[src/rtl/l1_bus_pkg.sv]
// l1_bus_pkg: shared state/owner encodings and default geometry for the L1 bus sequencer.
package l1_bus_pkg;
    localparam int DEF_ADDR_WIDTH = 24;
    localparam int DEF_LINE_WID   = 7;

    typedef enum logic [2:0] {IDLE, GRANT, LINE_RD, LINE_WR, SINGLE, DONE, ERR} state_t;
    typedef enum logic {OWN_CACHE, OWN_DMA} owner_t;
endpackage

[src/rtl/l1_bus_rr_arb.sv]
// l1_bus_rr_arb: 2-way round-robin between the cache and DMA; only a contested grant moves the pointer.
module l1_bus_rr_arb
    import l1_bus_pkg::*;
(
    input  logic       clk,
    input  logic       rst,
    input  logic [1:0] req,
    input  logic       upd,
    output logic [1:0] gnt,
    output owner_t     ptr
);
    owner_t ptr_q, ptr_d;

    always_comb begin
        gnt   = &req ? (ptr_q == OWN_DMA ? 2'b10 : 2'b01) : req;
        ptr_d = (upd && &req) ? (gnt[OWN_CACHE] ? OWN_DMA : OWN_CACHE) : ptr_q;
    end

    always_ff @(posedge clk or posedge rst) begin
        if (rst) ptr_q <= OWN_CACHE;
        else     ptr_q <= ptr_d;
    end

    assign ptr = ptr_q;
endmodule

[src/rtl/l1_bus_sequencer.sv]
// l1_bus_sequencer: serialises cache line fills, cache single bytes and DMA bytes onto one byte bus.
// Define L1_BUS_TIMEOUT_EN to abort a beat after TIMEOUT cycles without mem_rdy.
module l1_bus_sequencer
    import l1_bus_pkg::*;
#(
    parameter int ADDR_WIDTH = DEF_ADDR_WIDTH,
    parameter int LINE_WID   = DEF_LINE_WID,
    parameter int TIMEOUT    = 255
) (
    input  logic                  clk,
    input  logic                  rst,
    input  logic                  read_line_req,
    input  logic                  read_req,
    input  logic                  write_through_req,
    input  logic [ADDR_WIDTH-1:0] bus_pa,
    input  logic [7:0]            bus_wdata,
    output logic [7:0]            bus_rdata,
    output logic [LINE_WID:0]     addr_count,
    output logic                  line_write,
    output logic                  bus_trans_finish,
    output logic                  bus_error,
    input  logic                  dma_req,
    input  logic                  dma_we,
    input  logic [ADDR_WIDTH-1:0] dma_addr,
    input  logic [7:0]            dma_wdata,
    output logic [7:0]            dma_rdata,
    output logic                  dma_ack,
    output logic                  mem_cs,
    output logic                  mem_we,
    output logic [ADDR_WIDTH-1:0] mem_addr,
    output logic [7:0]            mem_wdata,
    input  logic [7:0]            mem_rdata,
    input  logic                  mem_rdy,
    input  logic                  mem_err
);
    state_t                state_q, state_d;
    owner_t                owner_q, owner_d;
    logic [ADDR_WIDTH-1:0] pa_q, pa_d, mem_addr_q, mem_addr_d;
    logic [7:0]            wd_q, wd_d, mem_wdata_q, mem_wdata_d;
    logic [7:0]            bus_rdata_q, bus_rdata_d, dma_rdata_q, dma_rdata_d;
    logic [LINE_WID:0]     cnt_q, cnt_d;
    logic                  we_q, we_d, mem_cs_q, mem_cs_d, mem_we_q, mem_we_d;
    logic                  lw_q, lw_d, fin_q, fin_d, err_q, err_d, ack_q, ack_d;
    logic [1:0]            rr_req, rr_gnt;
    owner_t                rr_ptr_unused;
    logic                  expired;

    assign rr_req = {dma_req, read_line_req | read_req | write_through_req};

    l1_bus_rr_arb u_arb (
        .clk (clk),
        .rst (rst),
        .req (rr_req),
        .upd (state_q == GRANT),
        .gnt (rr_gnt),
        .ptr (rr_ptr_unused)
    );

`ifdef L1_BUS_TIMEOUT_EN
    localparam int TW = $clog2(TIMEOUT + 1);
    logic [TW-1:0] wait_q, wait_d;
    // Counter is zero whenever mem_cs was low or a beat just completed.
    assign wait_d  = (mem_cs_q && !mem_rdy) ? wait_q + 1'b1 : '0;
    assign expired = mem_cs_q && !mem_rdy && wait_q == TW'(TIMEOUT - 1);
    always_ff @(posedge clk or posedge rst) begin
        if (rst) wait_q <= '0;
        else     wait_q <= wait_d;
    end
`else
    localparam int timeout_unused = TIMEOUT;
    assign expired = 1'b0;
`endif

    always_comb begin
        state_d     = state_q;
        owner_d     = owner_q;
        pa_d        = pa_q;
        wd_d        = wd_q;
        we_d        = we_q;
        cnt_d       = cnt_q;
        bus_rdata_d = bus_rdata_q;
        dma_rdata_d = dma_rdata_q;
        case (state_q)
            IDLE:    state_d = |rr_req ? GRANT : IDLE;
            GRANT: begin
                owner_d = rr_gnt[OWN_DMA] ? OWN_DMA : OWN_CACHE;
                pa_d    = rr_gnt[OWN_DMA] ? dma_addr : bus_pa;
                wd_d    = rr_gnt[OWN_DMA] ? dma_wdata : bus_wdata;
                we_d    = rr_gnt[OWN_DMA] ? dma_we : !read_line_req && !read_req;
                cnt_d   = '0;
                state_d = !(|rr_req) ? IDLE : (rr_gnt[OWN_CACHE] && read_line_req) ? LINE_RD : SINGLE;
            end
            LINE_RD: begin
                if (mem_err || expired) state_d = ERR;
                else if (mem_rdy) begin
                    bus_rdata_d = mem_rdata;
                    state_d     = LINE_WR;
                end
            end
            LINE_WR: begin
                cnt_d   = cnt_q + 1'b1;
                state_d = &cnt_q ? DONE : LINE_RD;
            end
            SINGLE: begin
                if (mem_err || expired) state_d = ERR;
                else if (mem_rdy) begin
                    bus_rdata_d = owner_q == OWN_CACHE ? mem_rdata : bus_rdata_q;
                    dma_rdata_d = owner_q == OWN_DMA ? mem_rdata : dma_rdata_q;
                    state_d     = DONE;
                end
            end
            default: state_d = IDLE;
        endcase
        // Bus-facing outputs are registered off the next state so they align with state_q.
        mem_cs_d    = state_d == LINE_RD || state_d == SINGLE;
        mem_we_d    = state_d == SINGLE && we_d;
        mem_addr_d  = state_d == LINE_RD ? {pa_d[ADDR_WIDTH-1:LINE_WID+1], cnt_d} :
                      state_d == SINGLE  ? pa_d : mem_addr_q;
        mem_wdata_d = state_d == SINGLE ? wd_d : mem_wdata_q;
        lw_d        = state_d == LINE_WR;
        fin_d       = state_d == DONE && owner_d == OWN_CACHE;
        err_d       = state_d == ERR && owner_d == OWN_CACHE;
        ack_d       = (state_d == DONE || state_d == ERR) && owner_d == OWN_DMA;
    end

    always_ff @(posedge clk or posedge rst) begin
        if (rst) begin
            state_q     <= IDLE;
            owner_q     <= OWN_CACHE;
            pa_q        <= '0;
            wd_q        <= '0;
            we_q        <= 1'b0;
            cnt_q       <= '0;
            bus_rdata_q <= '0;
            dma_rdata_q <= '0;
            mem_cs_q    <= 1'b0;
            mem_we_q    <= 1'b0;
            mem_addr_q  <= '0;
            mem_wdata_q <= '0;
            lw_q        <= 1'b0;
            fin_q       <= 1'b0;
            err_q       <= 1'b0;
            ack_q       <= 1'b0;
        end else begin
            state_q     <= state_d;
            owner_q     <= owner_d;
            pa_q        <= pa_d;
            wd_q        <= wd_d;
            we_q        <= we_d;
            cnt_q       <= cnt_d;
            bus_rdata_q <= bus_rdata_d;
            dma_rdata_q <= dma_rdata_d;
            mem_cs_q    <= mem_cs_d;
            mem_we_q    <= mem_we_d;
            mem_addr_q  <= mem_addr_d;
            mem_wdata_q <= mem_wdata_d;
            lw_q        <= lw_d;
            fin_q       <= fin_d;
            err_q       <= err_d;
            ack_q       <= ack_d;
        end
    end

    assign bus_rdata        = bus_rdata_q;
    assign dma_rdata        = dma_rdata_q;
    assign addr_count       = cnt_q;
    assign line_write       = lw_q;
    assign bus_trans_finish = fin_q;
    assign bus_error        = err_q;
    assign dma_ack          = ack_q;
    assign mem_cs           = mem_cs_q;
    assign mem_we           = mem_we_q;
    assign mem_addr         = mem_addr_q;
    assign mem_wdata        = mem_wdata_q;
endmodule

[config.mk]
export PLATFORM = sky130hd
export DESIGN_NAME = l1_bus_sequencer
export DESIGN_NICKNAME = d
export VERILOG_FILES = /design/src/rtl/l1_bus_pkg.sv /design/src/rtl/l1_bus_rr_arb.sv /design/src/rtl/l1_bus_sequencer.sv
export SDC_FILE = /design/constraint.sdc
export NUM_CORES = 1
export LEC_CHECK = 0
export ABC_CLOCK_PERIOD_IN_PS = 2700
export CAP_MARGIN = 5
export CORE_AREA = 2 2 108 110
export CTS_CLUSTER_SIZE = 30
export DETAILED_ROUTE_END_ITERATION = 16
export DIE_AREA = 0 0 110 112
export PLACE_DENSITY = 0.84
export SYNTH_ARGS = -nofsm -noshare
export SYNTH_HDL_FRONTEND = slang
export SYNTH_HIERARCHICAL = 1
export SYNTH_SLANG_ARGS = --single-unit
[constraint.sdc]
create_clock -name clk -period 2.7 [get_ports clk]
set_input_delay 0.27 -clock clk [delete_from_list [all_inputs] [get_ports clk]]
set_output_delay 0.27 -clock clk [all_outputs]
set_load 0.01 [all_outputs]
### Word-level counts from Yosys, hierarchy flattened

Cells that the tools add are included.

| word-level totals | value |
|---|---|
| flip-flop bits (word level) | 100 |
| input port bits | 81 |
| output and inout bits | 62 |
| word-level logic and storage cells | 84 |

| operators by class | value |
|---|---|
| add/sub/neg operators | 1 |
| reduce and logical (&&, ||, !) cells | 19 |
| eq/ne operators | 14 |
| bitwise gates (word level) | 4 |
| muxes and demuxes | 29 |

Operators by type and width:

| cell | number |
|---|---|
| two-way mux 24 bit | 4 |
| two-way mux 8 bit | 7 |
| case mux 8 bit (2 select lines) | 2 |
| two-way mux 3 bit | 7 |
| case mux 3 bit (5 select lines) | 1 |
| == test 3 x 2 -> 1 bit, second input constant | 4 |
| == test 3 bit, second input constant | 4 |
| != test 2 bit, second input constant | 5 |
| adder 8 x 1 -> 8 bit, second input constant | 1 |
| AND reduction 8 bit | 1 |
| logical AND 1 bit | 7 |
| two-way mux 1 bit | 6 |
| AND reduction 6 bit | 1 |
| two-way mux 2 bit | 2 |
| AND reduction 4 bit | 1 |
| nonzero test 2 bit | 2 |
| == test 3 x 1 -> 1 bit, second input constant | 1 |
| logical NOT 3 bit | 1 |
| logical NOT 1 bit | 2 |
| logical OR 1 bit | 2 |
| inverter 1 bit | 2 |
| bitwise OR 1 bit | 2 |
| AND reduction 2 bit | 1 |
| OR reduction 2 bit | 1 |

### Depth between registers and ports, before layout

| logic depth | value |
|---|---|
| word-level depth | 11 |
| mapped depth | 9 |
| depth with buffers taken out | 8 |

### Hierarchy

The synthesis kept the hierarchy.

By module, submodules not included:

| module | seq. area each (µm²) | instances | cells each | area each (µm²) |
|---|---|---|---|---|
| l1_bus_sequencer | 2477.4 | 1 | 388 | 4545.6 |
| l1_bus_rr_arb | 25.0 | 1 | 7 | 61.3 |

### Worst setup path after synthesis

OpenSTA, ideal clock, no wires.

| timing | value |
|---|---|
| kind | register to register |
| start point | reg cnt_q[0], in the netlist addr_count[0] |
| end point | reg mem_addr_q[10], in the netlist mem_addr[10] |
| clock period less this slack | 2.532 ns |
| arrival | 2.407 ns |
| path buffers | 3 |
| cell stages (with the launch flop) | 10 |
| required time | 2.575 ns |
| setup time | 0.125 ns |
| path slack | 0.168 ns |
| cells stage by stage | dfrtp_1 -> ha_1 -> and3_1 -> and3_1 -> buf_2 -> nor3_2 -> a22o_1 -> buf_6 -> buf_12 -> mux2_4 |

| on the way | value |
|---|---|
| cells in the longest elaborated chain, start to end | 5 |
| elaborated cells on any way between the ends | 7 |
| those cells by class | eq/ne (2); mux (3); reduce/logical (2) |

Ends and longest elaborated chain:

| element | line | RTL |
|---|---|---|
| start: declaration | l1_bus_sequencer.sv:41 | `logic [LINE_WID:0] cnt_q, cnt_d;` |
| start signal: assignment | l1_bus_sequencer.sv:150 | `cnt_q <= cnt_d;` |
| AND reduction 8 bit * | l1_bus_sequencer.sv:102 | `state_d = &cnt_q ? DONE : LINE_RD;` |
| two-way mux 3 bit * | l1_bus_sequencer.sv:102 |  |
| case mux 3 bit (5 select lines) * | l1_bus_sequencer.sv:83 | `case (state_q)` |
| == test 3 x 2 -> 1 bit or == test 3 bit (tied branches) | l1_bus_sequencer.sv:117, l1_bus_sequencer.sv:118 |  |
| two-way mux 24 bit or nonzero test 2 bit (tied branches) | -- |  |
| end signal: assignment | l1_bus_sequencer.sv:155 | `mem_addr_q <= mem_addr_d;` |
| end: declaration | l1_bus_sequencer.sv:38 | `logic [ADDR_WIDTH-1:0] pa_q, pa_d, mem_addr_q, mem_addr_d;` |

Mark *: on every way between the ends. The rest lies on a longest branch, timed or not.
A chain may end at the register's enable or synchronous reset.

### Worst setup path after layout

| timing | value |
|---|---|
| start point | reg state_q[0] |
| end point | reg mem_addr_q[4], in the netlist mem_addr[4] |

| on the way | value |
|---|---|
| cells in the longest elaborated chain, start to end | 5 |
| elaborated cells on any way between the ends | 17 |
| those cells by class | eq/ne (6); mux (9); reduce/logical (2) |

Ends and longest elaborated chain:

| element | line | RTL |
|---|---|---|
| start: declaration | l1_bus_sequencer.sv:36 | `state_t state_q, state_d;` |
| start signal: assignment | l1_bus_sequencer.sv:145 | `state_q <= state_d;` |
| two-way mux 3 bit (on tied branches) | l1_bus_sequencer.sv:106, l1_bus_sequencer.sv:95 |  |
| two-way mux 3 bit (on tied branches) | l1_bus_sequencer.sv:105, l1_bus_sequencer.sv:94 |  |
| case mux 3 bit (5 select lines) | l1_bus_sequencer.sv:83 |  |
| == test 3 x 2 -> 1 bit or == test 3 bit (tied branches) | l1_bus_sequencer.sv:117, l1_bus_sequencer.sv:118 |  |
| two-way mux 24 bit or nonzero test 2 bit (tied branches) | -- |  |

Several ways; a longest one is shown, not always the timed one. The select of a mux whose other input is x is not followed.

==> flow_summary.html <==
<table>
<tr><th>Metric</th><th>Value</th></tr>
<tr><th colspan="2">Run status</th></tr>
<tr><td>Outcome</td><td>completed</td></tr>
<tr><th colspan="2">Clocking</th></tr>
<tr><td>Total of hold buffers inserted after clock tree synthesis</td><td>0</td></tr>
<tr><td>H-Tree Level Count</td><td>3</td></tr>
<tr><td>Number of buffers added by the clock tree synthesis step</td><td>9</td></tr>
<tr><td>Cells resized by post-CTS repair</td><td>0</td></tr>
<tr><td>Root Buffer Master</td><td>clkbuf_16</td></tr>
<tr><td># clock sinks</td><td>100</td></tr>
<tr><td>Clock latency on the worst-skew pair</td><td>around 0.34 ns</td></tr>
<tr><td>Post-CTS Setup Repair Bufs</td><td>0</td></tr>
<tr><td>CTS clock-pin slew for the worst setup and hold paths</td><td>~0.070 ns</td></tr>
<tr><td>Max Buffers Root-to-Sink</td><td>2</td></tr>
<tr><td>TritonCTS clock tree</td><td>done</td></tr>
<tr><th colspan="2">Critical path</th></tr>
<tr><td>Kind of critical path</td><td>flip-flop to flip-flop</td></tr>
<tr><td>Worst-path maximum fanout</td><td>65</td></tr>
<tr><td>Most frequent cell on the critical path</td><td>buf_4</td></tr>
<tr><td>Data required time of the worst path</td><td>2.96 ns</td></tr>
<tr><td>Dominant delay contributor by cell family on the critical path</td><td>simple AND/OR/NAND/NOR gates</td></tr>
<tr><td>Flop-to-flop setup slack</td><td>0.18 ns</td></tr>
<tr><td>Longest individual stage delay on the worst path</td><td>0.51 ns</td></tr>
<tr><td>Critical path launch point type</td><td>flip-flop</td></tr>
<tr><td>Number of buffer and inverter instances along the worst setup path</td><td>3</td></tr>
<tr><td>Kind of end point of the critical path</td><td>flip-flop</td></tr>
<tr><td>Standard cell with the maximum stage delay on the critical path</td><td>dfrtp_1</td></tr>
<tr><td>Crit-path cells</td><td>or3b_1 -&gt; buf_4 -&gt; inv_2 -&gt; buf_4 -&gt; nor2_1 -&gt; nor4b_1 -&gt; mux2i_1 -&gt; o22ai_1</td></tr>
<tr><td>Signal arrival time at the worst endpoint</td><td>2.79 ns</td></tr>
<tr><th colspan="2">Finish</th></tr>
<tr><td>Final instance area</td><td>between 0.006 and 0.007 mm²</td></tr>
<tr><td>Final core utilization</td><td>slightly below 60%</td></tr>
<tr><td>Storage element area</td><td>0.00250 mm²</td></tr>
<tr><td>Area growth syn-to-layout</td><td>43.3%</td></tr>
<tr><td>Antenna diode count</td><td>0</td></tr>
<tr><td>Footprint of the multi-input gates</td><td>~0.0020 mm²</td></tr>
<tr><td>Share of final-layout standard cells stronger than drive strength 1</td><td>between 10% and 20%</td></tr>
<tr><td>Post-layout nets</td><td>629</td></tr>
<tr><td>Number of fill cells</td><td>922</td></tr>
<tr><th colspan="2">Routing</th></tr>
<tr><td>First-iteration detailed-routing DRC count</td><td>201</td></tr>
<tr><td>Routed wire length per instance</td><td>16.1 µm</td></tr>
<tr><td>Final routed DRC violation total</td><td>0</td></tr>
<tr><td>Vias post-DR</td><td>~3600</td></tr>
<tr><td>1st-pass router iterations</td><td>4</td></tr>
<tr><td>Final Routed Wirelength</td><td>11200 µm</td></tr>
<tr><td>Number of antenna-violating nets in the routed design</td><td>0</td></tr>
<tr><td>Post-DR vias/cell</td><td>approximately 5.2</td></tr>
<tr><th colspan="2">Floorplanning</th></tr>
<tr><td>Io pins</td><td>143</td></tr>
<tr><td>Overall die area</td><td>0.0123 mm²</td></tr>
<tr><td>Std cell rows</td><td>39</td></tr>
<tr><td>Width of the chip</td><td>between 100 and 150 µm</td></tr>
<tr><td>Height of the chip</td><td>~110 µm</td></tr>
<tr><td>Initial Utilization</td><td>just over 40%</td></tr>
<tr><td>CORE AREA</td><td>0.0112 mm²</td></tr>
<tr><th colspan="2">Worst hold path</th></tr>
<tr><td>Hold Crit Class</td><td>primary input to asynchronous set/reset pin</td></tr>
<tr><th colspan="2">STA</th></tr>
<tr><td>Highest clock frequency the design can meet</td><td>396 MHz</td></tr>
<tr><td>Accumulated negative setup slack</td><td>0 ns</td></tr>
<tr><td>Period utilization</td><td>93.4%</td></tr>
<tr><td>Final setup violation count</td><td>0</td></tr>
<tr><td>Fin Clk Skew</td><td>0.00862 ns</td></tr>
<tr><td>Worst Tran Pin Value</td><td>about 0.74 ns</td></tr>
<tr><td>Pins over their slew limit</td><td>0</td></tr>
<tr><td>Post-layout min period</td><td>between 2 and 3 ns</td></tr>
<tr><td>Number of hold violations in the final report</td><td>0</td></tr>
<tr><td>Relative slew slack</td><td>50.8%</td></tr>
<tr><td>Setup repair after global routing missed its margin</td><td>no</td></tr>
<tr><th colspan="2">Power</th></tr>
<tr><td>Total leakage power</td><td>2.80 nW</td></tr>
<tr><td>Worst vdd ir</td><td>511 µV</td></tr>
<tr><td>Switching power total</td><td>about 0.0025 W</td></tr>
<tr><td>Internal power summed over all cells</td><td>0.00476 W</td></tr>
<tr><td>Power after layout</td><td>0.00726 W</td></tr>
<tr><td>Fraction of power spent switching nets</td><td>34.4%</td></tr>
<tr><td>Total power per unit cell area</td><td>1100 mW/mm²</td></tr>
<tr><td>Flop pwr share</td><td>35.3%</td></tr>
<tr><td>Clock Power Share</td><td>17.2%</td></tr>
<tr><td>Power share of the combinational group</td><td>approximately 48%</td></tr>
<tr><th colspan="2">Flow run</th></tr>
<tr><td>Max-cap violations</td><td>0</td></tr>
<tr><th colspan="2">Synthesis</th></tr>
<tr><td>Total of warnings raised by yosys</td><td>6</td></tr>
<tr><td>Number of library cell types mapped by synthesis</td><td>53</td></tr>
<tr><td>Top area cells in the synthesized netlist</td><td>dfrtp_1 54%, mux2i_1 8.0%, mux2_2 7.1%, a21oi_1 3.9%, mux2_4 3.6%</td></tr>
<tr><td>Count leader, synth</td><td>dfrtp_1</td></tr>
<tr><td>Async SR Flop Fraction</td><td>100%</td></tr>
<tr><td>Share of the synthesized area in the top cell type</td><td>54.3%</td></tr>
<tr><td>Area of the mapped netlist</td><td>0.00461 mm²</td></tr>
<tr><td>Number of instances in the synthesized netlist</td><td>395</td></tr>
<tr><td>Number of enable-type register cells in the synthesized netlist</td><td>0</td></tr>
<tr><td>Proportion of synthesized chip area in sequential cells</td><td>between 50% and 60%</td></tr>
<tr><td>Most frequently used flop master after synthesis</td><td>dfrtp_1</td></tr>
<tr><td>Post-synth top cells</td><td>100 x dfrtp_1, 37 x mux2i_1, 36 x a21oi_1, 36 x nor2_1, 29 x mux2_2</td></tr>
<tr><td>Synthesized area divided by synthesized cell count</td><td>about 12 µm²</td></tr>
<tr><td>Synthesis-stage register bit count</td><td>100</td></tr>
<tr><td>Synthesized net count</td><td>about 480</td></tr>
<tr><td>Area leader, netlist</td><td>dfrtp_1</td></tr>
<tr><th colspan="2">Place</th></tr>
<tr><td>DP Wirelength</td><td>8390 µm</td></tr>
<tr><td>Placer's final routability congestion estimate</td><td>0.817</td></tr>
<tr><td>Cell area after placement</td><td>roughly 0.0063 mm²</td></tr>
<tr><td>Port bufs</td><td>around 140</td></tr>
<tr><th colspan="2">GRT</th></tr>
<tr><td>Maximum number of pins on one net before global-route repair</td><td>66</td></tr>
<tr><td>Global-route wire length before repair</td><td>~18000 µm</td></tr>
<tr><td>Antenna violations before repair</td><td>0</td></tr>
<tr><td>Global router's overall resource usage</td><td>18.8%</td></tr>
<tr><td>Vias in the first global route</td><td>3722</td></tr>
<tr><td>Overall overflow remaining after global route</td><td>0</td></tr>
</table>
## cell usage in the layout (no fill, tap or decap), types with 6 or more instances in the layout
master	n
o21ai_0	9
clkdlybuf4s50_1	142
buf_4	16
nand3_1	8
mux2i_1	37
o22ai_1	6
nand2b_1	8
nor2_1	36
a21oi_1	36
dfrtp_1	100
nand2_1	20
inv_1	11
clkbuf_16	9
mux2_2	29
mux2_4	11
## state kept, by name (all words and copies together), names as in the netlist
name and cells:
wd_q 8, dma_ack 1, line_write 1, bus_error 1, dma_rdata 8, we_q 1, addr_count 8, bus_rdata 8
pa_q 24, state_q 3, mem_wdata 8, mem_we 1, mem_cs 1, mem_addr 24, owner_q 1, u_arb/ptr 1
bus_trans_finish 1
## power groups by stage
stage | logic (W) | registers, W | clock network, W
6_report | 0.00345 | 0.00256 | 0.00125
4_1_cts | 0.00348 | 0.00256 | 0.00127
5_1_grt | 0.00372 | 0.00264 | 0.00134
3_3_place_gp | 0.00334 | 0.00255 | 0
3_5_place_dp | 0.00347 | 0.00257 | 0
2_1_floorplan | 0.00195 | 0.00265 | 0
## layer usage
| metal | wire [µm] | up-vias | track usage (%) |
|---|---|---|---|
| met5 | 0 | - | 0 |
| met4 | 117 | 0 | 4.05 |
| met3 | 832 | 11 | 4.57 |
| met2 | 5520 | 144 | 31.1 |
| met1 | 4710 | 1730 | 24.9 |
| li1 | - | 1728 | - |
## cell families (layout without fill, tap and decap cells)
group / Yosys count / in the layout / synth area share, %
DFF: 100 / 100 / 54.3
and+or+nand+nor: 101 / 101 / 11.4
xor gates and xnor gates: 2 / 2 / 0.380
adders and majority gates: 1 / 1 / 0.272
AOI/OAI and AO/OA: 80 / 80 / 11.4
buffers and inverters: 34 / 191 / 3.56
muxes: 77 / 77 / 18.7
## metrics by stage
| stage | hold WS, ns | setup slack [ns] | cells |
|---|---|---|---|
| 2_1_floorplan | -0.00129 | 0.168 | 395 |
| 3_3_place_gp | 0.476 | -0.000796 | 679 |
| 3_5_place_dp | 0.495 | -0.0899 | 679 |
| 4_1_cts | 0.135 | 0.218 | 695 |
| 5_1_grt | 0.135 | 0.00409 | 695 |
| 6_report | 0.144 | 0.177 | 695 |
## path summary, 6_finish.rpt
path,cells past startpoint,startpoint,endpoint
min reg2reg,1,u_arb/ptr$_DFFE_PP0P_,u_arb/ptr$_DFFE_PP0P_
max reg2reg,8,state_q[0]$_DFF_PP0_,mem_addr[4]$_DFFE_PP0P_
max,8,state_q[0]$_DFF_PP0_,mem_addr[4]$_DFFE_PP0P_
min,2,rst,u_arb/ptr$_DFFE_PP0P_
min in group clk,1,u_arb/ptr$_DFFE_PP0P_,u_arb/ptr$_DFFE_PP0P_
max in group asynchronous,3,rst,bus_trans_finish$_DFF_PP0_
## layout make-up
| type | instances | share of cell area (%) |
|---|---|---|
| Clock buffer | 9 | 3.41 |
| Clock inverter | 7 | 1.02 |
| Inverter | 13 | 0.796 |
| Multi-Input combinational cell | 261 | 29.6 |
| Sequential cell | 100 | 37.9 |
| Tap cell | 143 | 2.71 |
| Timing Repair Buffer | 162 | 24.6 |
No activity file was read; power rests on OpenSTA's default activity.
